**config.mk**
```make
export PLATFORM = sky130hd
export DESIGN_NAME = cache_port_arbiter
export DESIGN_NICKNAME = d
export VERILOG_FILES = /design/src/rtl/cache_port_arbiter.sv
export SDC_FILE = /design/constraint.sdc
export NUM_CORES = 1
export LEC_CHECK = 0
export BUFFER_PORTS_ARGS = -buffer_cell sky130_fd_sc_hd__buf_2
export CAP_MARGIN = 20
export CORE_MARGIN = 2
export CORE_UTILIZATION = 30
export CTS_CLUSTER_SIZE = 20
export DETAILED_ROUTE_END_ITERATION = 6
export HOLD_SLACK_MARGIN = 0.06
export PLACE_DENSITY = 0.68
export SYNTH_ARGS = -nofsm -noshare
export SYNTH_HDL_FRONTEND = slang
export SYNTH_SLANG_ARGS = --single-unit
```
**constraint.sdc**
```tcl
create_clock -name clk -period 1.93 [get_ports clk]
set_input_delay 0.386 -clock clk [delete_from_list [all_inputs] [get_ports clk]]
set_output_delay 0.386 -clock clk [all_outputs]
set_load 0.01 [all_outputs]
```
**src/rtl/cache_port_arbiter.sv**
```systemverilog
// Shares one blocking AXI-lite cache port among NREQ requesters, one transaction outstanding; AXI valids register one cycle after the grant.
// req_ready is held low while busy and resp_valid has no back-pressure; macro ARB_FIXED_PRIO_EN selects fixed priority instead of round-robin.
module cache_port_arbiter #(
  parameter int NREQ  = 2,
  parameter int PTR_W = 1
) (
  input  logic                 clk,
  input  logic                 rst,
  input  logic [NREQ-1:0]      req_valid,
  output logic [NREQ-1:0]      req_ready,
  input  logic [NREQ-1:0]      req_we,
  input  logic [NREQ*32-1:0]   req_addr,
  input  logic [NREQ*32-1:0]   req_wdata,
  input  logic [NREQ*4-1:0]    req_wstrb,
  output logic [NREQ-1:0]      resp_valid,
  output logic [31:0]          resp_rdata,
  output logic                 resp_err,
  output logic [31:0]          m_axi_araddr,
  output logic                 m_axi_arvalid,
  input  logic                 m_axi_arready,
  input  logic [31:0]          m_axi_rdata,
  input  logic [1:0]           m_axi_rresp,
  input  logic                 m_axi_rvalid,
  output logic                 m_axi_rready,
  output logic [31:0]          m_axi_awaddr,
  output logic                 m_axi_awvalid,
  input  logic                 m_axi_awready,
  output logic [31:0]          m_axi_wdata,
  output logic [3:0]           m_axi_wstrb,
  output logic                 m_axi_wvalid,
  input  logic                 m_axi_wready,
  input  logic [1:0]           m_axi_bresp,
  input  logic                 m_axi_bvalid,
  output logic                 m_axi_bready
);

  typedef enum logic [2:0] {IDLE, RD_ADDR, RD_DATA, WR_ADDR, WR_DATA, WR_RESP} state_t;

  state_t           state, state_nxt;
  logic [PTR_W-1:0] owner;
  logic [PTR_W-1:0] win;
  logic             win_vld;
  logic             win_we;
  logic [31:0]      win_addr;
  logic [31:0]      win_wdata;
  logic [3:0]       win_wstrb;
  logic             w_done;
  logic             unused_resp_lsbs;
`ifndef ARB_FIXED_PRIO_EN
  logic [PTR_W-1:0] last;
`endif

  assign unused_resp_lsbs = ^{m_axi_rresp[0], m_axi_bresp[0]};

  always_comb begin
    win     = '0;
    win_vld = 1'b0;
`ifdef ARB_FIXED_PRIO_EN
    for (int i = NREQ - 1; i >= 0; i--) begin
      if (req_valid[i]) begin
        win     = PTR_W'(i);
        win_vld = 1'b1;
      end
    end
`else
    // Scan farthest-first so the requester closest after last is assigned last and wins.
    for (int k = NREQ; k >= 1; k--) begin
      if (req_valid[PTR_W'((int'(last) + k) % NREQ)]) begin
        win     = PTR_W'((int'(last) + k) % NREQ);
        win_vld = 1'b1;
      end
    end
`endif
  end

  always_comb begin
    win_we    = 1'b0;
    win_addr  = '0;
    win_wdata = '0;
    win_wstrb = '0;
    for (int i = 0; i < NREQ; i++) begin
      if (PTR_W'(i) == win) begin
        win_we    = req_we[i];
        win_addr  = req_addr[32*i +: 32];
        win_wdata = req_wdata[32*i +: 32];
        win_wstrb = req_wstrb[4*i +: 4];
      end
    end
  end

  assign req_ready = (state == IDLE && win_vld) ? (NREQ'(1) << win) : '0;

  // A dropped wvalid means the write-data handshake already happened.
  assign w_done = !m_axi_wvalid || m_axi_wready;

  always_comb begin
    state_nxt = state;
    case (state)
      IDLE:    if (win_vld) state_nxt = win_we ? WR_ADDR : RD_ADDR;
      RD_ADDR: if (m_axi_arready) state_nxt = RD_DATA;
      RD_DATA: if (m_axi_rvalid) state_nxt = IDLE;
      WR_ADDR: if (m_axi_awready) state_nxt = w_done ? WR_RESP : WR_DATA;
      WR_DATA: if (m_axi_wready) state_nxt = WR_RESP;
      WR_RESP: if (m_axi_bvalid) state_nxt = IDLE;
      default: state_nxt = IDLE;
    endcase
  end

  always_ff @(posedge clk) begin
    if (rst) state <= IDLE;
    else     state <= state_nxt;
  end

  always_ff @(posedge clk) begin
    if (rst) begin
      owner         <= '0;
`ifndef ARB_FIXED_PRIO_EN
      last          <= PTR_W'(NREQ - 1);
`endif
      resp_valid    <= '0;
      resp_rdata    <= '0;
      resp_err      <= 1'b0;
      m_axi_araddr  <= '0;
      m_axi_arvalid <= 1'b0;
      m_axi_rready  <= 1'b0;
      m_axi_awaddr  <= '0;
      m_axi_awvalid <= 1'b0;
      m_axi_wdata   <= '0;
      m_axi_wstrb   <= '0;
      m_axi_wvalid  <= 1'b0;
      m_axi_bready  <= 1'b0;
    end else begin
      resp_valid <= '0;
      case (state)
        IDLE: if (win_vld) begin
          owner <= win;
`ifndef ARB_FIXED_PRIO_EN
          last  <= win;
`endif
          if (win_we) begin
            m_axi_awaddr  <= win_addr;
            m_axi_wdata   <= win_wdata;
            m_axi_wstrb   <= win_wstrb;
            m_axi_awvalid <= 1'b1;
            m_axi_wvalid  <= 1'b1;
          end else begin
            m_axi_araddr  <= win_addr;
            m_axi_arvalid <= 1'b1;
          end
        end
        RD_ADDR: if (m_axi_arready) begin
          m_axi_arvalid <= 1'b0;
          m_axi_rready  <= 1'b1;
        end
        RD_DATA: if (m_axi_rvalid) begin
          m_axi_rready <= 1'b0;
          resp_rdata   <= m_axi_rdata;
          resp_err     <= m_axi_rresp[1];
          resp_valid   <= NREQ'(1) << owner;
        end
        WR_ADDR: begin
          if (m_axi_awready)           m_axi_awvalid <= 1'b0;
          if (m_axi_wready)            m_axi_wvalid  <= 1'b0;
          if (m_axi_awready && w_done) m_axi_bready  <= 1'b1;
        end
        WR_DATA: if (m_axi_wready) begin
          m_axi_wvalid <= 1'b0;
          m_axi_bready <= 1'b1;
        end
        WR_RESP: if (m_axi_bvalid) begin
          m_axi_bready <= 1'b0;
          resp_err     <= m_axi_bresp[1];
          resp_valid   <= NREQ'(1) << owner;
        end
        default: ;
      endcase
    end
  end

endmodule

```
==> results.py <==
metrics = {
    "die": {
        "core_area_um2": 19600,
        "die_x_um": 146,
        "start_util_pct": 30.7,
        "die_h_um": 146,
        "boundaryPins": 325,
        "placementRows": 51,
        "die_area_um2": 21200,
    },
    "clocking": {
        "cts_tree": "built",
        "numClockSinks": 145,
        "postCtsHoldBufs": 0,
        "htreeDepth": 4,
        "insertion_delay_ps": 410,
        "cts-root-buf": "clkbuf_16",
        "cts_buffers": 17,
        "cts.clk_slew.worst_paths_ps": 60,
        "cts_buffer_depth": 2,
    },
    "synth": {
        "ys_warn_count": 0,
        "netlist_instances": 635,
        "synth_nets": 818,
        "synth_mux_area_share_pct": 11.5,
        "synth_area_per_cell_um2": 9.49,
        "synth_compound_area_share_pct": 25.7,
        "synth_edf_count": 0,
        "synth_xor_area_share_pct": 0,
        "synth_fa_ha_area_share_pct": 0,
        "synth_top_family_by_area": "compound AO/OA/AOI/OAI gates",
        "synth-seq-cells": 145,
        "ys_types": 37,
        "ys_seq_area_share_pct": 48.2,
        "synth-simple-area-share_pct": 9.20,
        "async_flop_share_pct": 0,
        "synth_ff_type": "dfxtp_1",
        "syn_area_um2": 6020,
    },
    "global_routing": {
        "grt_start_max_net_pins": 54,
        "grt_usage_pct": 17.6,
        "grt_pass1_vias": 5769,
        "grt_pass1_wl_um": 30300,
        "overflow": 0,
        "antenna_found_initial": 0,
    },
    "cells_and_area": {
        "multiInputGateArea_um2": 2840,
        "fillers": 1940,
        "final_nets": 1127,
        "area_growth_pct": 45.1,
        "final_layout_size_suffix_gt1_share_pct": 44.2,
        "final_area_um2": 8740,
        "n_antenna_cell": 0,
        "seqCellArea_um2": 2910,
    },
    "critical_path": {
        "crit_end": "req_ready[1]",
        "r2r_setup_slack_ps": 110,
        "startpoint_type": "flip-flop",
        "critPathBufInv": 1,
        "max_stage_delay_ps": 560,
        "crit_type": "flip-flop to primary output",
        "cp_top_family": "simple AND/OR/NAND/NOR gates",
        "crit_fanout": 2,
        "r2r-start": "state[1]",
        "cp.depth": 3,
        "worstSetupEndpointType": "primary output",
        "crit_arrival_ps": 1520,
        "critPathRequiredTime_ps": 1540,
        "setup.worst_path.start": "state[1]",
        "reg2reg_depth": 6,
        "path_cells": "or4b_4 > nor2_2 > buf_2",
        "crit_path_top_delay_cell": "or4b_4",
        "r2r-end": "m_axi_araddr[5]",
    },
    "placement": {
        "dpl_cell_area_um2": 7980,
        "gp_congestion": 0.807,
        "port_buffers": 321,
        "dp_hpwl_um": 13500,
    },
    "power_and_ir_drop": {
        "ir_worst_vdd_uv": 489,
        "cellLeakagePower_nw": 4.24,
        "powerDensity_nw_per_um2": 1140,
    },
    "drt": {
        "drt-initial-drc-count": 217,
        "routed_wl_um": 19300,
        "dr_total_vias": 5871,
        "ant_nets": 0,
        "drcViolationCount": 0,
        "wl_per_cell_um": 15.8,
        "avgViaCountPerCell": 4.80,
        "first_pass_iters": 4,
    },
    "sta": {
        "finalCriticalPeriod_ps": 1910,
        "hold_viol": 0,
        "fmax_mhz": 525,
        "grt_setup_unrepaired": "yes",
        "slew_violations": 0,
        "fin_skew_ps": 8.60,
        "holdWs_ps": 192,
        "setup_viol": 0,
        "timing.final.crit_share_pct": 98.7,
        "maxSlewHeadroom_pct": 67.3,
        "worst_pin_slew_ps": 490,
    },
    "min_path": {
        "hp-class": "primary input to flip-flop",
        "min_delay_path_depth": 2,
    },
    "job": {
        "drv_cap": 0,
    },
    "status": {
        "status": "complete, no violations",
    },
}
[worst reg2reg max path: cells and delay by family (launching register included)]
family          cells  cell delay, ps
flops               1             320
simple gates        2             660
compound gates      2             420
buf+inv             2             330
[cells in the final DEF (no fill, tap or decap), types with 5 or more instances in the layout]
master,Yosys,layout
dfxtp_1,145,143
buf_4,3,24
a211oi_2,27,26
bufinv_16,0,5
nor2_1,38,37
mux2i_1,69,69
buf_12,0,7
a211oi_1,76,76
a21oi_1,103,103
nor3_1,5,5
clkbuf_16,0,18
buf_2,10,319
nand2_1,68,68
[routing by layer]
layer  share of wire, %  global-route usage, %
met1                 45                   22.3
met2                 48                   29.2
met3                5.1                   4.70
met4                1.6                   5.49
met5                  0                      0
[area by class of cell]
class,count,share of cell area [%]
Clock buffer,20,5.22
Inverter,4,0.172
Multi-Input combinational cell,421,32.5
Clock inverter,12,2.30
Timing Repair Buffer,355,22.7
Sequential cell,145,33.2
Tap cell,265,3.79
[report_power, final]
| group | internal [W] | switching (W) |
|---|---|---|
| combinational | 0.00115 | 0.00150 |
| sequential | 0.00340 | 0.000200 |
| clock | 0.00238 | 0.00132 |
[state kept, by name, summed over array words and instances (netlist names)]
| signal | flops |
|---|---|
| last | 1 |
| m_axi_araddr | 32 |
| m_axi_arvalid | 1 |
| m_axi_awaddr | 32 |
| m_axi_awvalid | 1 |
| m_axi_bready | 1 |
| m_axi_rready | 1 |
| m_axi_wdata | 32 |
| m_axi_wstrb | 4 |
| m_axi_wvalid | 1 |
| owner | 1 |
| resp_err | 1 |
| resp_rdata | 32 |
| resp_valid | 2 |
| state | 3 |
[kinds of logic after synthesis]
group,count (synthesis)
buffers and inverters,69
DFF,145
and+or+nand+nor,129
muxes,69
AOI/OAI and AO/OA,223
[cells in the mapped netlist (2+ instances only)]
cell type | instances | area share, %
nand2b_1 | 3 | 0.31
inv_1 | 4 | 0.25
nand3b_1 | 2 | 0.25
nand2_1 | 68 | 4.2
o21ai_0 | 4 | 0.33
nor2_1 | 38 | 2.4
a211oi_2 | 27 | 5.6
nor3_1 | 5 | 0.42
a311oi_1 | 2 | 0.29
clkbuf_1 | 37 | 2.3
dfxtp_1 | 145 | 48
a31oi_1 | 3 | 0.31
buf_4 | 3 | 0.37
buf_1 | 8 | 0.50
a21oi_1 | 103 | 8.6
buf_6 | 6 | 1.1
buf_2 | 10 | 0.83
nor2b_1 | 4 | 0.42
a211oi_1 | 76 | 9.5
mux2i_1 | 69 | 11
and2_1 | 2 | 0.21
[worst min path at each step]
stage                        startpoint             to  slack, ps
after floorplan                   owner  resp_valid[0]        420
final                      m_axi_wready   m_axi_wvalid        190
after global routing       m_axi_wready   m_axi_wvalid        170
after CTS                  m_axi_wready   m_axi_wvalid        170
after detailed placement  resp_rdata[2]  resp_rdata[2]        440
after global placement            owner  resp_valid[0]        440
[per-stage QoR]
stage | setup slack, ps | power (W) | TNS (ps) | util, % | std cells
2_1_floorplan | 226 | 0.00521 | 0 | - | 635
3_3_place_gp | 27.3 | 0.00617 | 0 | 40.7 | 1183
3_5_place_dp | -13.7 | 0.00622 | -27.3 | 40.7 | 1183
4_1_cts | -5.41 | 0.0100 | -5.41 | 44.3 | 1219
5_1_grt | -37.5 | 0.0105 | -45.1 | 44.6 | 1222
6_report | 24.1 | 0.00995 | 0 | 44.6 | 1222
[timing repair]
item,CTS,global route
endpoints found under the hold margin,0,0
pin swaps,1,2
endpoints found under the setup margin,2,8
setup buffers,4,2
cloned,0,1
resized for setup,6,4
(Power assumes the default switching activity.)
